**src/rtl/sram_bus_arbiter_pkg.sv**
```systemverilog
// rtl/sram_bus_arbiter_pkg.sv - shared types and constants for the SRAM bus arbiter
// Bus widths, enable levels, FSM state encoding and the latched request
// record used by the arbiter and its wait counter.
package sram_bus_arbiter_pkg;

  localparam int REG_BUS       = 32;
  localparam int INST_ADDR_BUS = 32;
  localparam int SEL_W         = 4;
  localparam int WORD_ADDR_W   = INST_ADDR_BUS - 2;

  localparam logic CHIP_ENABLE   = 1'b1;
  localparam logic CHIP_DISABLE  = 1'b0;
  localparam logic WRITE_ENABLE  = 1'b1;
  localparam logic WRITE_DISABLE = 1'b0;

  localparam logic [SEL_W-1:0] SEL_ALL = 4'b1111;

  // Access sequencer states (3-bit encoding)
  typedef enum logic [2:0] {
    ST_IDLE   = 3'd0,
    ST_BUSY_I = 3'd1,
    ST_BUSY_D = 3'd2,
    ST_DONE_I = 3'd3,
    ST_DONE_D = 3'd4
  } state_t;

  // One SRAM transfer as presented on the ram_* pins
  typedef struct packed {
    logic                     ce;
    logic                     we;
    logic [INST_ADDR_BUS-1:0] addr;
    logic [SEL_W-1:0]         sel;
    logic [REG_BUS-1:0]       wdata;
  } req_t;

  localparam req_t REQ_NONE = '0;

endpackage

```
**src/rtl/sram_wait_counter.sv**
```systemverilog
// rtl/sram_wait_counter.sv - SRAM wait-state counter with last-cycle flag
// Counts 0..WAIT_CYCLES-1 while an access is busy and flags the final
// busy cycle; it sits at zero whenever no access is in progress.
module sram_wait_counter
  import sram_bus_arbiter_pkg::*;
#(
  parameter int unsigned WAIT_CYCLES = 1
) (
  input  logic clk,
  input  logic rst,
  input  logic i_load,
  input  logic i_count,
  output logic o_last
);

  localparam int unsigned CW = (WAIT_CYCLES > 1) ? $clog2(WAIT_CYCLES) : 1;
  localparam logic [CW-1:0] LAST_CNT = CW'(WAIT_CYCLES - 1);

  logic [CW-1:0] r_cnt;

  assign o_last = (r_cnt == LAST_CNT);

  // Restart on a new grant or outside busy; advance once per busy cycle
  always_ff @(posedge clk) begin
    if (rst || i_load || !i_count) begin
      r_cnt <= '0;
    end else if (!o_last) begin
      r_cnt <= r_cnt + CW'(1);
    end
  end

endmodule

```
**src/rtl/sram_bus_arbiter.sv**
```systemverilog
// rtl/sram_bus_arbiter.sv - IF/MEM arbiter for one single-port wait-stated SRAM
// Data accesses win over fetches (the MEM instruction is older). Each grant
// runs BUSY for WAIT_CYCLES cycles and DONE for one. A one-entry hold buffer
// keeps the last fetched word so a fetch repeated under a pipeline freeze
// completes without another SRAM access.
module sram_bus_arbiter
  import sram_bus_arbiter_pkg::*;
#(
  parameter int unsigned WAIT_CYCLES = 1
) (
  input  logic                     clk,
  input  logic                     rst,
  input  logic                     inst_ce_i,
  input  logic [INST_ADDR_BUS-1:0] inst_addr_i,
  output logic [REG_BUS-1:0]       inst_data_o,
  input  logic                     data_ce_i,
  input  logic                     data_we_i,
  input  logic [REG_BUS-1:0]       data_addr_i,
  input  logic [SEL_W-1:0]         data_sel_i,
  input  logic [REG_BUS-1:0]       data_wdata_i,
  output logic [REG_BUS-1:0]       data_rdata_o,
  output logic                     stallreq_if_o,
  output logic                     stallreq_mem_o,
  output logic                     ram_ce_o,
  output logic                     ram_we_o,
  output logic [REG_BUS-1:0]       ram_addr_o,
  output logic [SEL_W-1:0]         ram_sel_o,
  output logic [REG_BUS-1:0]       ram_wdata_o,
  input  logic [REG_BUS-1:0]       ram_rdata_i
);

  state_t                 r_state;
  state_t                 w_next_state;
  req_t                   r_req;
  req_t                   w_grant_req;
  logic                   r_hold_valid;
  logic [WORD_ADDR_W-1:0] r_hold_addr;
  logic [REG_BUS-1:0]     r_hold_word;
  logic [REG_BUS-1:0]     r_rdata;
  logic                   w_hold_hit;
  logic                   w_in_busy;
  logic                   w_cnt_last;
  logic                   w_grant;
  logic                   w_inst_end;
  logic                   w_data_end;

  assign w_hold_hit = r_hold_valid & inst_ce_i &
                      (inst_addr_i[INST_ADDR_BUS-1:2] == r_hold_addr);
  assign w_in_busy  = (r_state == ST_BUSY_I) || (r_state == ST_BUSY_D);
  assign w_grant    = (r_state == ST_IDLE) &&
                      ((w_next_state == ST_BUSY_I) || (w_next_state == ST_BUSY_D));
  assign w_inst_end = (r_state == ST_BUSY_I) && w_cnt_last;
  assign w_data_end = (r_state == ST_BUSY_D) && w_cnt_last;

  sram_wait_counter #(
    .WAIT_CYCLES(WAIT_CYCLES)
  ) u_wait_counter (
    .clk    (clk),
    .rst    (rst),
    .i_load (w_grant),
    .i_count(w_in_busy),
    .o_last (w_cnt_last)
  );

  // Request that would be granted this cycle: data first, else the fetch
  always_comb begin
    w_grant_req = REQ_NONE;
    if (data_ce_i) begin
      w_grant_req.ce    = CHIP_ENABLE;
      w_grant_req.we    = data_we_i;
      w_grant_req.addr  = data_addr_i;
      w_grant_req.sel   = data_sel_i;
      w_grant_req.wdata = data_wdata_i;
    end else begin
      w_grant_req.ce    = CHIP_ENABLE;
      w_grant_req.we    = WRITE_DISABLE;
      w_grant_req.addr  = inst_addr_i;
      w_grant_req.sel   = SEL_ALL;
      w_grant_req.wdata = '0;
    end
  end

  // State register
  always_ff @(posedge clk) begin
    if (rst) begin
      r_state <= ST_IDLE;
    end else begin
      r_state <= w_next_state;
    end
  end

  // Next-state: grant only from IDLE, busy runs to the counter's last cycle
  always_comb begin
    w_next_state = r_state;
    case (r_state)
      ST_IDLE: begin
        if (data_ce_i) begin
          w_next_state = ST_BUSY_D;
        end else if (inst_ce_i && !w_hold_hit) begin
          w_next_state = ST_BUSY_I;
        end
      end
      ST_BUSY_I: if (w_cnt_last) w_next_state = ST_DONE_I;
      ST_BUSY_D: if (w_cnt_last) w_next_state = ST_DONE_D;
      ST_DONE_I: w_next_state = ST_IDLE;
      ST_DONE_D: w_next_state = ST_IDLE;
      default:   w_next_state = ST_IDLE;
    endcase
  end

  // Stall requests: released in the matching DONE cycle or on a hold hit
  always_comb begin
    stallreq_mem_o = data_ce_i & (r_state != ST_DONE_D);
    stallreq_if_o  = inst_ce_i & (r_state != ST_DONE_I) & ~w_hold_hit;
  end

  // Latched request doubles as the registered ram_* drive; zero outside busy
  always_ff @(posedge clk) begin
    if (rst) begin
      r_req <= REQ_NONE;
    end else if (w_grant) begin
      r_req <= w_grant_req;
    end else if (!(w_in_busy && !w_cnt_last)) begin
      r_req <= REQ_NONE;
    end
  end

  // Hold buffer: fill at fetch end, drop on a completed write to the same word
  always_ff @(posedge clk) begin
    if (rst) begin
      r_hold_valid <= 1'b0;
      r_hold_addr  <= '0;
      r_hold_word  <= '0;
    end else if (w_inst_end) begin
      r_hold_valid <= 1'b1;
      r_hold_addr  <= r_req.addr[INST_ADDR_BUS-1:2];
      r_hold_word  <= ram_rdata_i;
    end else if (w_data_end && (r_req.we == WRITE_ENABLE) &&
                 (r_req.addr[INST_ADDR_BUS-1:2] == r_hold_addr)) begin
      r_hold_valid <= 1'b0;
    end
  end

  // Data read capture on the last busy cycle; writes leave it untouched
  always_ff @(posedge clk) begin
    if (rst) begin
      r_rdata <= '0;
    end else if (w_data_end && (r_req.we == WRITE_DISABLE)) begin
      r_rdata <= ram_rdata_i;
    end
  end

  assign ram_ce_o     = r_req.ce;
  assign ram_we_o     = r_req.we;
  assign ram_addr_o   = r_req.addr;
  assign ram_sel_o    = r_req.sel;
  assign ram_wdata_o  = r_req.wdata;
  assign inst_data_o  = r_hold_word;
  assign data_rdata_o = r_rdata;

endmodule

```
**config.mk**
```make
export PLATFORM = sky130hd
export DESIGN_NAME = sram_bus_arbiter
export DESIGN_NICKNAME = d
export VERILOG_FILES = /design/src/rtl/sram_bus_arbiter_pkg.sv /design/src/rtl/sram_wait_counter.sv /design/src/rtl/sram_bus_arbiter.sv
export SDC_FILE = /design/constraint.sdc
export NUM_CORES = 1
export LEC_CHECK = 0
export BUFFER_PORTS_ARGS = -buffer_cell sky130_fd_sc_hd__buf_2
export CAP_MARGIN = 25
export CORE_MARGIN = 10
export CORE_UTILIZATION = 49
export DETAILED_ROUTE_END_ITERATION = 6
export PLACE_DENSITY = 0.77
export SETUP_SLACK_MARGIN = 0.5
export SYNTH_ARGS = -nofsm -noshare
export SYNTH_HDL_FRONTEND = slang
export SYNTH_SLANG_ARGS = --single-unit
```
**constraint.sdc**
```tcl
create_clock -name clk -period 2.1 [get_ports clk]
set_clock_uncertainty 0.15 [all_clocks]
set_input_delay 0 -clock clk [delete_from_list [all_inputs] [get_ports clk]]
set_output_delay 0 -clock clk [all_outputs]
set_load 0.02 [all_outputs]
```
After elaboration in Yosys (flattened, before gate mapping)
Index checks and enable logic that the tools add are counted.

Add/subtract/negate cells: 1. Equal/unequal tests: 9. Muxes and demuxes: 10. Bitwise operators: 8. Reductions and logical operators: 17.

Operator list (number): 70-bit two-way mux (2); 69-bit two-way mux (1); 30-bit == test (2); 3-bit two-way mux (4); 3-bit case mux with 3 select lines (1); 1-bit logical AND (8); 3-bit by 1-bit == test with 1-bit output (second input constant) (2); 3-bit by 2-bit == test with 1-bit output (second input constant) (2); 1-bit bitwise AND (5); 1-bit logical OR (4); 3-bit logical NOT (1); 3-bit by 2-bit != test with 1-bit output (second input constant) (1); 3-bit != test (second input constant) (1); 1-bit NOT (3); 1-bit logical NOT (2); 1-bit two-way mux (2); 2-bit by 1-bit != test with 1-bit output (second input constant) (1); 2-bit nonzero test (1); 2-bit OR reduction (1); 1-bit adder (second input constant) (1).

Register bits after elaboration: 169. Logic and storage cells: 56.

Logic depth before layout (Yosys ltp)
Gate-level depths: netlist of the first run.

Depth in word-level cells: 13. Depth in mapped cells: 7. Gate-level depth less buffers: 5.

Cells and area by module
From an unflattened synthesis of the first run, not the netlist that was laid out.

Cells, all modules: 761. Area, all modules: 6736.5 um^2.

Modules (own cells, without submodules): sram_bus_arbiter (instances 1, cells an instance 758, area an instance 6708.9 um^2, seq. area each 3363.2 um^2); sram_wait_counter (instances 1, cells an instance 3, area an instance 27.5 um^2, seq. area each 20.0 um^2).

Least setup slack after synthesis of the first run
OpenSTA, ideal clock, no wires.

Path type: register to register. Start: reg r_hold_addr[7]. End: reg r_req (netlist bit ram_addr_o[10]). Library setup time: 132 ps. Arrival time: 1611 ps. Data required time: 1818 ps. Slack: 207 ps. Cell stages (with the launch flop): 8. Path buffers: 2. Clock period less this slack: 1893 ps. Cell sequence: dfxtp_1 -> xnor2_1 -> nand4_1 -> or4_1 -> buf_6 -> buf_6 -> o2111ai_1 -> a21oi_1.

Cells in the longest elaborated chain, start to end: 11. Elaborated cells between the ends (all ways): 13.

Ends and longest elaborated chain: start: declaration (line sram_bus_arbiter.sv:37) `logic [WORD_ADDR_W-1:0] r_hold_addr;`; start signal: assignment (line sram_bus_arbiter.sv:136) `r_hold_addr <= r_req.addr[INST_ADDR_BUS-1:2];`; 30-bit == test * (line sram_bus_arbiter.sv:48) `(inst_addr_i[INST_ADDR_BUS-1:2] == r_hold_addr);`; 1-bit bitwise AND * (line sram_bus_arbiter.sv:47) `assign w_hold_hit = r_hold_valid & inst_ce_i &`; 1-bit logical NOT * (line sram_bus_arbiter.sv:99) `end else if (inst_ce_i && !w_hold_hit) begin`; 1-bit logical AND * (line sram_bus_arbiter.sv:99); 3-bit two-way mux * (line sram_bus_arbiter.sv:99); 3-bit two-way mux * (line sram_bus_arbiter.sv:97) `if (data_ce_i) begin`; 3-bit case mux with 3 select lines * (line sram_bus_arbiter.sv:95) `case (r_state)`; 3-bit by 1-bit == test with 1-bit output / 3-bit by 2-bit == test with 1-bit output (equally long branches) (line sram_bus_arbiter.sv:51) `((w_next_state == ST_BUSY_I) || (w_next_state == ST_BUSY_D));`; 1-bit logical OR * (line sram_bus_arbiter.sv:51); 1-bit logical AND * (line sram_bus_arbiter.sv:50) `assign w_grant = (r_state == ST_IDLE) &&`; 2-bit by 1-bit != test with 1-bit output (no line) / 70-bit two-way mux (equally long branches); end signal: assignment (line sram_bus_arbiter.sv:122) `r_req <= w_grant_req;`; end: declaration (line sram_bus_arbiter.sv:34) `req_t r_req;`.

Every way passes the cells marked *; elsewhere a longest branch is shown, timed or not. A chain may end at the register's enable or synchronous reset.

Worst setup path after layout of the first run
Start: reg r_hold_addr[23]. End: out stallreq_if_o.

Cells in the longest elaborated chain, start to end: 4.

Ends and longest elaborated chain: 30-bit == test (line sram_bus_arbiter.sv:48); 1-bit bitwise AND (line sram_bus_arbiter.sv:47); 1-bit NOT (line sram_bus_arbiter.sv:114) `stallreq_if_o = inst_ce_i & (r_state != ST_DONE_I) & ~w_hold_hit;`; 1-bit bitwise AND (line sram_bus_arbiter.sv:114); end: declaration (line sram_bus_arbiter.sv:22) `output logic stallreq_if_o,`.

No other way between the ends.

==> PnR_summary.wiki, run 1 <==
{| class="wikitable"
! Metric !! Value
|-
| Number of buffers inserted during clock tree synthesis || 17
|-
| Cell area reported after detailed placement || 8870 um^2
|-
| CTS tree || yes
|-
| CTS sink cnt || 169
|-
| Yosys reg bits || 169
|-
| Maximum buffer depth of the clock tree || 2
|-
| HPWL after DPL || 17600 um
|-
| Mapped Cells || 847
|-
| Die Footprint || 20100 um^2
|-
| Final setup violating endpoints || 43
|-
| Path category of the worst min-delay check || primary input to flop
|-
| Detailed Route Iter0 Violations || 1635
|-
| Number of pins with negative max-slew slack in the final report || 0
|-
| Data arrival time of the critical path || 2.96 ns
|-
| Final hold violation count || 0
|-
| Global placement routability congestion || between 0.9 and 1
|-
| Critical path data required time || between 1.5 and 2 ns
|-
| Cell leakage power || around 5.8 nW
|-
| Top-Level Pins || 273
|-
| Power consumption || 9.39 mW
|-
| DRC Markers || 103
|-
| Final wirelength || ~51000 um
|-
| Maximum number of pins on one net before global-route repair || 61
|-
| # Max-Cap Violations || 0
|-
| Filler Cell Count || roughly 350
|-
| Most frequent cells in the layout || sky130_fd_sc_hd__buf_2 (269), sky130_fd_sc_hd__dfxtp_1 (147), sky130_fd_sc_hd__dlygate4sd3_1 (136), sky130_fd_sc_hd__a21oi_2 (98), sky130_fd_sc_hd__nand2_4 (95)
|-
| Antenna-violating nets left || 0
|-
| Count of warnings emitted by yosys || 0
|-
| RSZ-0062 raised after global routing || true
|-
| Critical-path maximum fanout || 3
|-
| Initial antenna violation count || 3
|-
| Via count of the first global-routing pass || 9324
|-
| Clk root buf || sky130_fd_sc_hd__clkbuf_16
|-
| Min Tclk post-route || 3.11 ns
|-
| Die height || 142 um
|-
| Nets@finish || 1429
|-
| Post-route cell area || 13900 um^2
|-
| Minimum setup slack in the final design || -1.01 ns
|-
| Post-synthesis instance area || 7290 um^2
|-
| Largest voltage drop on the vdd net || 0.715 mV
|-
| Share of final-layout standard cells stronger than drive strength 1 || a little under three fifths
|-
| Count of unique library cells instantiated by Yosys || 36
|-
| Area grow syn2layout || 90.4%
|-
| DR pass1 iterations || 7
|-
| Launching element type of the critical path || flop
|-
| Worst setup EP type || output pin
|-
| Worst relative slew slack || 40.5%
|-
| Die W || about 140 um
|-
| Starting utilization of the core area || 50.1%
|-
| H-tree lvl count || 4
|-
| Clock insertion delay at the later pin of the skew report || 0.45 ns
|-
| Most common library cell in the layout ignoring fill and taps || sky130_fd_sc_hd__buf_2
|-
| Share of the cycle needed by the critical path after routing || 148%
|-
| Routed wire length per instance || 34.1 um
|-
| DR vias/cell || ~7
|-
| Critical path type || flop to output pin
|-
| Count of port buffers added during placement || 272
|-
| Cell area power density || 677 nW/um^2
|-
| Global-route wire length before repair || 52900 um
|-
| Total vias in the final route || 10600
|-
| Synthesized net count || 984
|-
| Remaining global-route overflow || 0
|-
| Syn Area/Cell || 8.60 um^2
|-
| Clk slew on worst S/H paths || 0.08 ns
|-
| Transition time of the tightest slew-check pin || 0.886 ns
|-
| Violations in the final reports || design-rule violations, negative setup slack
|-
| Maximum clock rate || 321 MHz
|-
| Area of the core || 14500 um^2
|-
| Rows || 44
|-
| GR Util All Layers || 32.8%
|-
| Outcome || finished, violations left
|-
| Sequential fraction of the synthesis area || 46.4%
|}
[flip-flops by register name, indices dropped and copies added (netlist names)]
register              flops
data_rdata_o             32
inst_data_o              32
ram_addr_o               32
ram_wdata_o              32
r_hold_addr              30
ram_sel_o                 4
r_state                   3
r_hold_valid              1
ram_ce_o                  1
ram_we_o                  1
u_wait_counter.r_cnt      1
[worst max-delay path: stages (launching register included)]
cell and delay (ns):
sky130_fd_sc_hd__dfxtp_2 0.36, sky130_fd_sc_hd__xnor2_1 0.71, sky130_fd_sc_hd__nand4_1 0.29, sky130_fd_sc_hd__or4_4 0.58
sky130_fd_sc_hd__buf_12 0.16, sky130_fd_sc_hd__o21ai_4 0.16, sky130_fd_sc_hd__a31oi_2 0.08, sky130_fd_sc_hd__buf_4 0.18
[cell usage after synthesis]
cell type / instances / share of area [%]
sky130_fd_sc_hd__a2111oi_0: 1 / 0.12
sky130_fd_sc_hd__a211oi_1: 5 / 0.52
sky130_fd_sc_hd__a21oi_1: 134 / 9.2
sky130_fd_sc_hd__a22oi_1: 37 / 3.8
sky130_fd_sc_hd__a31oi_1: 1 / 0.086
sky130_fd_sc_hd__a32oi_1: 32 / 3.8
sky130_fd_sc_hd__and2_1: 1 / 0.086
sky130_fd_sc_hd__and3_1: 1 / 0.086
sky130_fd_sc_hd__buf_1: 6 / 0.31
sky130_fd_sc_hd__buf_2: 18 / 1.2
sky130_fd_sc_hd__buf_6: 4 / 0.62
sky130_fd_sc_hd__clkbuf_1: 52 / 2.7
sky130_fd_sc_hd__conb_1: 1 / 0.051
sky130_fd_sc_hd__dfxtp_1: 169 / 46
sky130_fd_sc_hd__inv_1: 2 / 0.10
sky130_fd_sc_hd__mux2_2: 32 / 4.9
sky130_fd_sc_hd__nand2_1: 188 / 9.7
sky130_fd_sc_hd__nand3_1: 1 / 0.069
sky130_fd_sc_hd__nand4_1: 8 / 0.69
sky130_fd_sc_hd__nor2_1: 37 / 1.9
sky130_fd_sc_hd__nor2_2: 1 / 0.086
sky130_fd_sc_hd__nor2b_1: 1 / 0.086
sky130_fd_sc_hd__nor3_1: 4 / 0.27
sky130_fd_sc_hd__nor3_2: 1 / 0.14
sky130_fd_sc_hd__nor4_1: 8 / 0.69
sky130_fd_sc_hd__nor4_2: 1 / 0.17
sky130_fd_sc_hd__o2111ai_1: 32 / 3.8
sky130_fd_sc_hd__o21ai_0: 1 / 0.069
sky130_fd_sc_hd__o21ai_2: 1 / 0.12
sky130_fd_sc_hd__o31a_1: 1 / 0.12
sky130_fd_sc_hd__o41ai_1: 1 / 0.12
sky130_fd_sc_hd__or2_1: 1 / 0.086
sky130_fd_sc_hd__or4_1: 2 / 0.21
sky130_fd_sc_hd__or4b_4: 1 / 0.19
sky130_fd_sc_hd__xnor2_1: 23 / 2.8
sky130_fd_sc_hd__xor2_1: 38 / 4.6
[metrics by stage]
stage	hold slack (ns)	cells	TNS, ns	worst slack, ns	util (%)
3_5_place_dp	0.107	1247	0	0.0229	61.0
5_1_grt	0.125	1490	-31.59	-0.948	95.4
6_report	0.0870	1493	-33.77	-1.01	95.4
4_1_cts	0.0375	1455	-1.39	-0.165	86.4
2_1_floorplan	-0.0140	847	0	0.240	-
3_3_place_gp	0.0941	1247	0	0.0610	61.0
[power breakdown]
part / internal (mW) / switching (mW)
sequential: 3.35 / 0.198
combinational: 0.995 / 1.34
clock: 1.94 / 1.57
total: 6.28 / 3.11
[path summary, 6_finish.rpt]
kind / slack [ns] / from / endpoint / cells after the start
hold reg to reg: 0.33 / data_rdata_o[2] / data_rdata_o[2] / 2
hold / removal: 0.09 / data_ce_i / ram_addr_o[3] / 3
setup / recovery: -1.01 / r_hold_addr[23] / stallreq_if_o / 7
setup reg to reg: -1.01 / r_hold_addr[23] / ram_sel_o[3] / 8
[layout make-up]
class / instances / area, um^2 / share of cell area, %
diodes: 4 / 10.0 / 0.0722
multi-input cells: 596 / 5280 / 38.0
repair buffers: 506 / 4290 / 30.9
clock inverters: 14 / 183 / 1.32
flip-flops and latches: 169 / 3430 / 24.7
inverters: 2 / 17.5 / 0.126
clock buffers: 18 / 439 / 3.17
well taps: 184 / 230 / 1.66
[metal layers]
layer | GRT usage, % | wire [um] | vias up
li1 | - | - | 3918
met1 | 36.5 | 15400 | 4865
met2 | 54.9 | 22600 | 1268
met3 | 9.61 | 7180 | 515
met4 | 18.5 | 5690 | 4
met5 | 0 | 92 | -
[what timing repair did]
action / in CTS / in global routing
pin swaps: 162 / 72
gates cloned: 16 / 7
endpoints found under the setup margin: 168 / 168
endpoints found under the hold margin: 137 / 0
gates resized for setup: 283 / 200
hold buffers: 136 / 0
buffers inserted: 24 / 27
[kinds of logic after synthesis]
logic type      after synthesis  share of synthesized area, %
compound gates              246                          21.9
xor+xnor                     61                          7.33
buf+inv                      82                          4.95
flops                       169                          46.4
mux                          32                          4.95
other cells                   1                        0.0515
simple gates                256                          14.4
(Power assumes the default switching activity.)
==> run 2, diff against run 1 <==
--- a/config.mk
+++ b/config.mk
@@ -8,9 +8,10 @@
 export BUFFER_PORTS_ARGS = -buffer_cell sky130_fd_sc_hd__buf_2
 export CAP_MARGIN = 25
 export CORE_MARGIN = 10
-export CORE_UTILIZATION = 49
+export CORE_UTILIZATION = 51
+export CTS_BUF_LIST = sky130_fd_sc_hd__clkbuf_2
 export DETAILED_ROUTE_END_ITERATION = 6
-export PLACE_DENSITY = 0.77
+export PLACE_DENSITY = 0.79
 export SETUP_SLACK_MARGIN = 0.5
 export SYNTH_ARGS = -nofsm -noshare
 export SYNTH_HDL_FRONTEND = slang
==> PnR_summary.wiki, run 2 <==
{| class="wikitable"
! Metric !! Value
|-
| Outcome || stopped before the end
|-
| Last stage the flow got to || 5_1_grt
|-
| Error Message || [ERROR DPL-0038] Utilization greater than 100%, impossible to legalize
|-
| Maximum number of pins on one net before global-route repair || 69
|-
| Count of warnings emitted by yosys || 0 (unchanged)
|-
| Top-Level Pins || 273 (unchanged)
|-
| HPWL after DPL || 17400 um (-1.3%)
|-
| Count of unique library cells instantiated by Yosys || 36 (unchanged)
|-
| Area share of the largest cell type after synthesis || 46.4% (unchanged)
|-
| Sequential fraction of the synthesis area || 46.4% (unchanged)
|-
| Clk root buf || sky130_fd_sc_hd__clkbuf_2
|-
| Syn Area/Cell || 8.60 um^2 (unchanged)
|-
| Starting utilization of the core area || 52.3% (+2.2 points)
|-
| Synthesized net count || 984 (unchanged)
|-
| Die W || 140 um (-1.7%)
|-
| Leading post-synthesis cells by instance count || sky130_fd_sc_hd__nand2_1 (188), sky130_fd_sc_hd__dfxtp_1 (169), sky130_fd_sc_hd__a21oi_1 (134), sky130_fd_sc_hd__clkbuf_1 (52), sky130_fd_sc_hd__xor2_1 (38)
|-
| CTS sink cnt || 169 (unchanged)
|-
| Crit. endpoint post-GRT repair || stallreq_if_o
|-
| Yosys reg bits || 169 (unchanged)
|-
| H-tree lvl count || 4 (unchanged)
|-
| Number of buffers inserted during clock tree synthesis || 17 (unchanged)
|-
| Most frequently used flop master after synthesis || sky130_fd_sc_hd__dfxtp_1
|-
| Mapped Cells || 847 (unchanged)
|-
| Die height || 140 um (-1.7%)
|-
| Most instantiated library cell after synthesis || sky130_fd_sc_hd__nand2_1
|-
| Largest area contributor in the netlist || sky130_fd_sc_hd__dfxtp_1
|-
| Global placement routability congestion || 0.871 (-5.7%)
|-
| Rows || 43 (-2.3%)
|-
| Leading cell types by total area after synthesis || sky130_fd_sc_hd__dfxtp_1 (46%), sky130_fd_sc_hd__nand2_1 (9.7%), sky130_fd_sc_hd__a21oi_1 (9.2%)
|-
| Maximum buffer depth of the clock tree || 2 (unchanged)
|-
| Worst End Pin Type || top-level output
|-
| Count of port buffers added during placement || 272 (unchanged)
|-
| Share of synthesized registers carrying an async set or reset || 0% (unchanged)
|-
| Worst setup slack before clock tree synthesis || 0.0366 ns (+0.0137 ns)
|-
| Number of enable flip-flop cells after synthesis || 0 (unchanged)
|-
| Post-synthesis instance area || 7290 um^2 (unchanged)
|}
==> run 2: cell counts after synthesis <==
Identical to the previous run, type by type.
==> run 2: through the flow <==
stage	utilization (%)	instance area (um^2)	std cells
3_3_place_gp	63.4	8840	1244
2_1_floorplan	-	7430	847
4_1_cts	94.2	13100	1565
3_5_place_dp	63.4	8840	1244
==> run 2: cell families after synthesis <==
logic type / after synthesis / synth area share (%)
xor+xnor: 61 / 7.33
flops: 169 / 46.4
mux: 32 / 4.95
other cells: 1 / 0.0515
compound gates: 246 / 21.9
simple gates: 256 / 14.4
buf+inv: 82 / 4.95
==> run 2: repair_timing <==
item,in CTS
gates cloned,21
hold endpoints to repair,168
buffers inserted,40
pin swaps,91
gates resized for setup,242
endpoints found under the setup margin,173
hold buffers,229
==> run 3, diff against run 2 <==
--- a/config.mk
+++ b/config.mk
@@ -8,11 +8,9 @@
 export BUFFER_PORTS_ARGS = -buffer_cell sky130_fd_sc_hd__buf_2
 export CAP_MARGIN = 25
 export CORE_MARGIN = 10
-export CORE_UTILIZATION = 51
-export CTS_BUF_LIST = sky130_fd_sc_hd__clkbuf_2
+export CORE_UTILIZATION = 40
 export DETAILED_ROUTE_END_ITERATION = 6
-export PLACE_DENSITY = 0.79
-export SETUP_SLACK_MARGIN = 0.5
+export PLACE_DENSITY_LB_ADDON = 0.15
 export SYNTH_ARGS = -nofsm -noshare
 export SYNTH_HDL_FRONTEND = slang
 export SYNTH_SLANG_ARGS = --single-unit
==> PnR_summary.wiki, run 3 (synthesized netlist as in run 1, its figures left out) <==
{| class="wikitable"
! Metric !! Value
|-
| GR Util All Layers || 22.0%
|-
| Portion of total power attributed to the clock network || 37.1%
|-
| Cell chain of the critical path || xnor2_2, nand4_1, or4_4, buf_12, o21ai_4, a31oi_1, buf_4
|-
| Share of total power in sequential cells || between 40% and 50%
|-
| CTS tree || yes
|-
| Number of pins with negative max-slew slack in the final report || 0
|-
| Antenna-violating nets left || 0
|-
| DR vias/cell || 5.25
|-
| Critical path type || flop to output pin
|-
| Worst relative slew slack || 64.5%
|-
| Hold path endpoint || ram_ce_o
|-
| Reg2reg end || ram_addr_o[8]
|-
| Sw Share || between 20 and 30%
|-
| Combinational power share || 19.6%
|-
| Die W || 155 um (+11%)
|-
| Outcome || finished, violations left
|-
| Nets@finish || about 1400
|-
| Top-Level Pins || 273 (unchanged)
|-
| HPWL after DPL || 17900 um (+3.0%)
|-
| Initial antenna violation count || 3
|-
| Rows || 49 (+14%)
|-
| Maximum clock rate || about 450 MHz
|-
| Power consumption || 8.03 mW
|-
| Detailed Route Iter0 Violations || 400
|-
| Global-route wire length before repair || 43300 um
|-
| DRC Markers || 0
|-
| Instance count along the most critical hold path || 4
|-
| Total vias in the final route || about 7800
|-
| CTS sink cnt || 169 (unchanged)
|-
| Largest voltage drop on the vdd net || 0.549 mV
|-
| Violations in the final reports || negative setup slack
|-
| Final hold violation count || 0
|-
| Share of the cycle needed by the critical path after routing || 105%
|-
| RSZ-0062 raised after global routing || true
|-
| Most common library cell in the layout ignoring fill and taps || sky130_fd_sc_hd__buf_2
|-
| Clk root buf || sky130_fd_sc_hd__clkbuf_16
|-
| Flop2flop setup slack || -0.05 ns
|-
| Min Tclk post-route || 2.20 ns
|-
| Worst-case reg-to-reg path depth || 7
|-
| Launching element type of the critical path || flop
|-
| Clock insertion delay at the later pin of the skew report || approximately 0.43 ns
|-
| Via count of the first global-routing pass || 7904
|-
| # Max-Cap Violations || 0
|-
| Maximum number of pins on one net before global-route repair || 88
|-
| Routed wire length per instance || 18.9 um
|-
| Net switching power || 2.37 mW
|-
| Critical-path maximum fanout || 3
|-
| Maximum buffer depth of the clock tree || 2 (unchanged)
|-
| Share of final-layout standard cells stronger than drive strength 1 || 34.9%
|-
| Final setup violating endpoints || 12
|-
| Final wirelength || 28000 um
|-
| Cell with the biggest individual delay on the critical path || sky130_fd_sc_hd__or4_4
|-
| Die Footprint || 24000 um^2
|-
| Hold wc startpoint || data_ce_i
|-
| Critical path data required time || approximately 2.0 ns
|-
| Path category of the worst min-delay check || primary input to flop
|-
| Starting utilization of the core area || 40.6% (-12 points)
|-
| Source of the worst register-to-register timing path || r_hold_addr[6]
|-
| Most frequent cells in the layout || sky130_fd_sc_hd__buf_2 (270), sky130_fd_sc_hd__nand2_1 (188), sky130_fd_sc_hd__dfxtp_1 (155), sky130_fd_sc_hd__dlygate4sd3_1 (135), sky130_fd_sc_hd__a21oi_1 (131)
|-
| Internal power consumption || 5.66 mW
|-
| Global placement routability congestion || 0.836 (-4.1%)
|-
| Data arrival time of the critical path || 2.05 ns
|-
| Number of buffers inserted during clock tree synthesis || 17 (unchanged)
|-
| DR pass1 iterations || 5
|-
| Transition time of the tightest slew-check pin || 0.532 ns
|-
| Cell leakage power || 4.77 nW
|-
| H-tree lvl count || 4 (unchanged)
|-
| Count of port buffers added during placement || 272 (unchanged)
|-
| Clk slew on worst S/H paths || 0.06 ns
|-
| Cell area power density || 708 nW/um^2
|-
| Area grow syn2layout || 55.8%
|-
| Final setup TNS || -0.445 ns
|-
| Minimum setup slack in the final design || -0.100 ns
|-
| Area of the core || 18000 um^2
|-
| Worst setup EP type || output pin
|-
| Biggest cell delay along the critical path || between 0.5 and 0.6 ns
|-
| Die height || 155 um (+11%)
|-
| Remaining global-route overflow || 0
|}
[run 3: timing repair]
action,CTS,global route
setup buffers,8,1
hold buffers,135,0
gates cloned,2,0
hold endpoints to repair,166,0
setup endpoints to repair,1,38
pin swaps,9,15
resized for setup,28,40
[run 3: stage by stage]
step / area (um^2) / setup slack [ns] / utilization [%] / cells / hold slack, ns
6_report: 11400 / -0.100 / 63.2 / 1479 / 0.0430
3_5_place_dp: 8980 / 0.0101 / 50.0 / 1299 / 0.109
2_1_floorplan: 7290 / 0.207 / - / 847 / -0.0140
5_1_grt: 11400 / -0.175 / 63.2 / 1479 / 0.0982
3_3_place_gp: 8980 / 0.0409 / 50.0 / 1299 / 0.0943
4_1_cts: 11100 / -0.131 / 61.9 / 1476 / 0.0216
[run 3: power groups by stage]
| stage | sequential [mW] | clock [mW] | combinational (mW) |
|---|---|---|---|
| 2_1_floorplan | 3.69 | 0 | 0.590 |
| 3_3_place_gp | 3.54 | 0 | 1.30 |
| 3_5_place_dp | 3.55 | 0 | 1.30 |
| 4_1_cts | 3.48 | 3.04 | 1.52 |
| 5_1_grt | 3.49 | 3.16 | 1.70 |
| 6_report | 3.48 | 2.98 | 1.58 |
[run 3: area by class of cell]
type | instances | area [um^2]
tap | 229 | 287
antenna | 3 | 7.51
inverter | 2 | 7.51
clock buffer | 22 | 464
timing repair buffer | 448 | 3230
multi-input combinational | 596 | 3860
clock inverter | 10 | 83.8
fill | 1496 | 6610
sequential | 169 | 3410
[run 3: worst max-delay path by stage]
stage                endpoint            from  slack (ns)  cells past startpoint
4_1_cts         stallreq_if_o  r_hold_addr[2]       -0.13                      7
3_3_place_gp       r_state[0]  r_hold_addr[8]        0.04                      6
5_1_grt         stallreq_if_o  r_hold_addr[7]       -0.18                      7
6_report        stallreq_if_o  r_hold_addr[6]       -0.10                      7
3_5_place_dp       r_state[0]  r_hold_addr[2]        0.01                      6
2_1_floorplan  ram_addr_o[10]  r_hold_addr[7]        0.21                      7
[run 3: routing by layer]
layer  up-vias  part of all wire, %  global-route usage [%]
met5         -                    0                       0
met1      3646                   41                    25.8
met3        47                  8.5                    8.08
li1       3779                    -                       -
met4         0                  2.6                    8.05
met2       297                   48                    36.2
[run 3: worst max-delay path: cells and delay by family (launching register included)]
family          cells  cell delay (ns)
buf+inv             2             0.32
xor+xnor            1             0.15
compound gates      2             0.17
simple gates        2             0.65
flops               1             0.34
==> run 4, diff against run 3 <==
--- a/config.mk
+++ b/config.mk
@@ -10,7 +10,7 @@
 export CORE_MARGIN = 10
 export CORE_UTILIZATION = 40
 export DETAILED_ROUTE_END_ITERATION = 6
-export PLACE_DENSITY_LB_ADDON = 0.15
+export PLACE_DENSITY_LB_ADDON = 0.1
 export SYNTH_ARGS = -nofsm -noshare
 export SYNTH_HDL_FRONTEND = slang
 export SYNTH_SLANG_ARGS = --single-unit
==> PnR_summary.wiki, run 4 (synthesized netlist as in run 1, its figures left out) <==
{| class="wikitable"
! Metric !! Value
|-
| Most common library cell in the layout ignoring fill and taps || sky130_fd_sc_hd__buf_2
|-
| Number of placed instances with taps included || 1303 (+0.31%)
|-
| Most frequent cells in the layout || sky130_fd_sc_hd__buf_2 (270), sky130_fd_sc_hd__nand2_1 (188), sky130_fd_sc_hd__dfxtp_1 (160), sky130_fd_sc_hd__dlygate4sd3_1 (135), sky130_fd_sc_hd__a21oi_1 (134)
|-
| Largest voltage drop on the vdd net || 0.576 mV (+4.9%)
|-
| Critical path type || flop to output pin
|-
| Maximum buffer depth of the clock tree || 2 (unchanged)
|-
| Number of pins with negative max-slew slack in the final report || 0 (unchanged)
|-
| Share of final-layout standard cells stronger than drive strength 1 || 32.3% (-2.6 points)
|-
| Routed wire length per instance || 18.4 um (-3.0%)
|-
| Detailed Route Iter0 Violations || 343 (-14%)
|-
| GR Util All Layers || 21.6% (-0.40 points)
|-
| Data arrival time of the critical path || 2.09 ns (+0.04 ns)
|-
| Cell leakage power || 4.68 nW (-1.9%)
|-
| DR pass1 iterations || 5 (unchanged)
|-
| Filler Cell Count || 1590 (+6.3%)
|-
| Antenna-violating nets left || 0 (unchanged)
|-
| DR vias/cell || 5.18 (-1.3%)
|-
| Post-route cell area || 11000 um^2 (-3.2%)
|-
| Launching element type of the critical path || flop
|-
| Outcome || finished, violations left
|-
| Initial antenna violation count || 0 (-3)
|-
| Share of the cycle needed by the critical path after routing || 106% (+1.7 points)
|-
| Cell area reported after detailed placement || 8960 um^2 (-0.22%)
|-
| Clk slew on worst S/H paths || 0.06 ns (about the same)
|-
| First element of the critical path || r_hold_addr[18]
|-
| Nets@finish || 1370 (-0.073%)
|-
| RSZ-0062 raised after global routing || true
|-
| Area of the core || 18000 um^2 (unchanged)
|-
| Global-route wire length before repair || 42400 um (-2.0%)
|-
| H-tree lvl count || 4 (unchanged)
|-
| Die W || 155 um (unchanged)
|-
| Power consumption || 7.91 mW (-1.6%)
|-
| Final Non-Filler Cells || 1476 (-0.20%)
|-
| Hold wc startpoint || data_ce_i
|-
| # Max-Cap Violations || 0 (unchanged)
|-
| CTS tree || yes
|-
| Maximum clock rate || 447 MHz (-1.6%)
|-
| Minimum setup slack in the final design || -0.135 ns (-0.0352 ns)
|-
| Top-Level Pins || 273 (unchanged)
|-
| Critical path data required time || 1.95 ns (about the same)
|-
| Path category of the worst min-delay check || primary input to flop
|-
| Source of the worst register-to-register timing path || r_hold_addr[18]
|-
| Worst relative slew slack || 64.4% (-0.13 points)
|-
| Total vias in the final route || 7653 (-1.5%)
|-
| Starting utilization of the core area || 40.6% (unchanged)
|-
| Remaining global-route overflow || 0 (unchanged)
|-
| Global placement routability congestion || 0.796 (-4.7%)
|-
| Worst setup slack before clock tree synthesis || 0.0181 ns (+0.00796 ns)
|-
| Number of buffers inserted during clock tree synthesis || 17 (unchanged)
|-
| Transition time of the tightest slew-check pin || 0.534 ns (+0.00199 ns)
|-
| Clk root buf || sky130_fd_sc_hd__clkbuf_16
|-
| Area grow syn2layout || 50.9%
|-
| Die Footprint || 24000 um^2 (unchanged)
|-
| CTS sink cnt || 169 (unchanged)
|-
| Final setup violating endpoints || 2 (-10)
|-
| Clock insertion delay at the later pin of the skew report || 0.43 ns (about the same)
|-
| HPWL after DPL || 18300 um (+2.3%)
|-
| Final setup TNS || -0.144 ns (+0.301 ns)
|-
| Cell area power density || 719 nW/um^2 (+1.6%)
|-
| Final wirelength || 27100 um (-3.2%)
|-
| Min Tclk post-route || 2.24 ns (+0.0352 ns)
|-
| Rows || 49 (unchanged)
|-
| DRC Markers || 0 (unchanged)
|-
| Die height || 155 um (unchanged)
|-
| Worst setup EP type || output pin
|-
| Critical-path maximum fanout || 2 (-1)
|-
| Maximum number of pins on one net before global-route repair || 52 (-41%)
|-
| Final hold violation count || 0 (unchanged)
|-
| Violations in the final reports || negative setup slack
|-
| Via count of the first global-routing pass || 7866 (-0.48%)
|-
| Count of port buffers added during placement || 272 (unchanged)
|}
-- run 4: what timing repair did --
action	4_1_cts	5_1_grt
hold buffers	135	0
setup endpoints to repair	1	19
setup buffers	5	0
endpoints found under the hold margin	143	0
pin swaps	9	3
gates resized for setup	18	8
gates cloned	0	0
-- run 4: area by class of cell --
type	instances	area, um^2	area share, %
multi-input combinational	596	3650	33.2
sequential	169	3390	30.9
timing repair buffer	447	3120	28.4
clock buffer	20	437	3.97
tap	229	287	2.61
clock inverter	12	92.6	0.842
inverter	2	7.51	0.0683
antenna	1	2.50	0.0228
-- run 4: path summary, 6_finish.rpt --
path,depth (start not counted),slack (ns),endpoint
setup / recovery,7,-0.14,stallreq_if_o
hold / removal,3,0.07,ram_addr_o[29]
setup reg to reg,7,-0.01,r_state[0]
hold reg to reg,2,0.30,data_rdata_o[3]
-- run 4: worst max-delay path, stage by stage (launching register included) --
cell and delay [ns]:
sky130_fd_sc_hd__dfxtp_2 0.34, sky130_fd_sc_hd__xnor2_2 0.14, sky130_fd_sc_hd__nand4_1 0.13, sky130_fd_sc_hd__or4_4 0.56, sky130_fd_sc_hd__buf_6 0.14, sky130_fd_sc_hd__o21ai_2 0.12, sky130_fd_sc_hd__a31oi_1 0.06, sky130_fd_sc_hd__buf_4 0.17
-- run 4: metrics by stage --
step	util, %	hold slack [ns]
5_1_grt	61.2	0.0760
2_1_floorplan	-	-0.0140
3_5_place_dp	49.9	0.106
4_1_cts	60.9	0.0468
3_3_place_gp	49.9	0.0974
6_report	61.2	0.0672
-- run 4: where the power goes --
group	switching (mW)	leakage, nW	internal, mW
combinational	0.835	3.03	0.687
clock	1.38	0.260	1.53
sequential	0.121	1.38	3.35
-- run 4: metal layers --
metal  wire, um  share of wire, %  GRT usage [%]  up-vias
met3       2170               8.0           8.11       42
li1           -                 -              -     3765
met2      13100                48           35.5      238
met4        685               2.5           7.42        0
met1      11100                41           25.4     3608
met5          0                 0              0        -
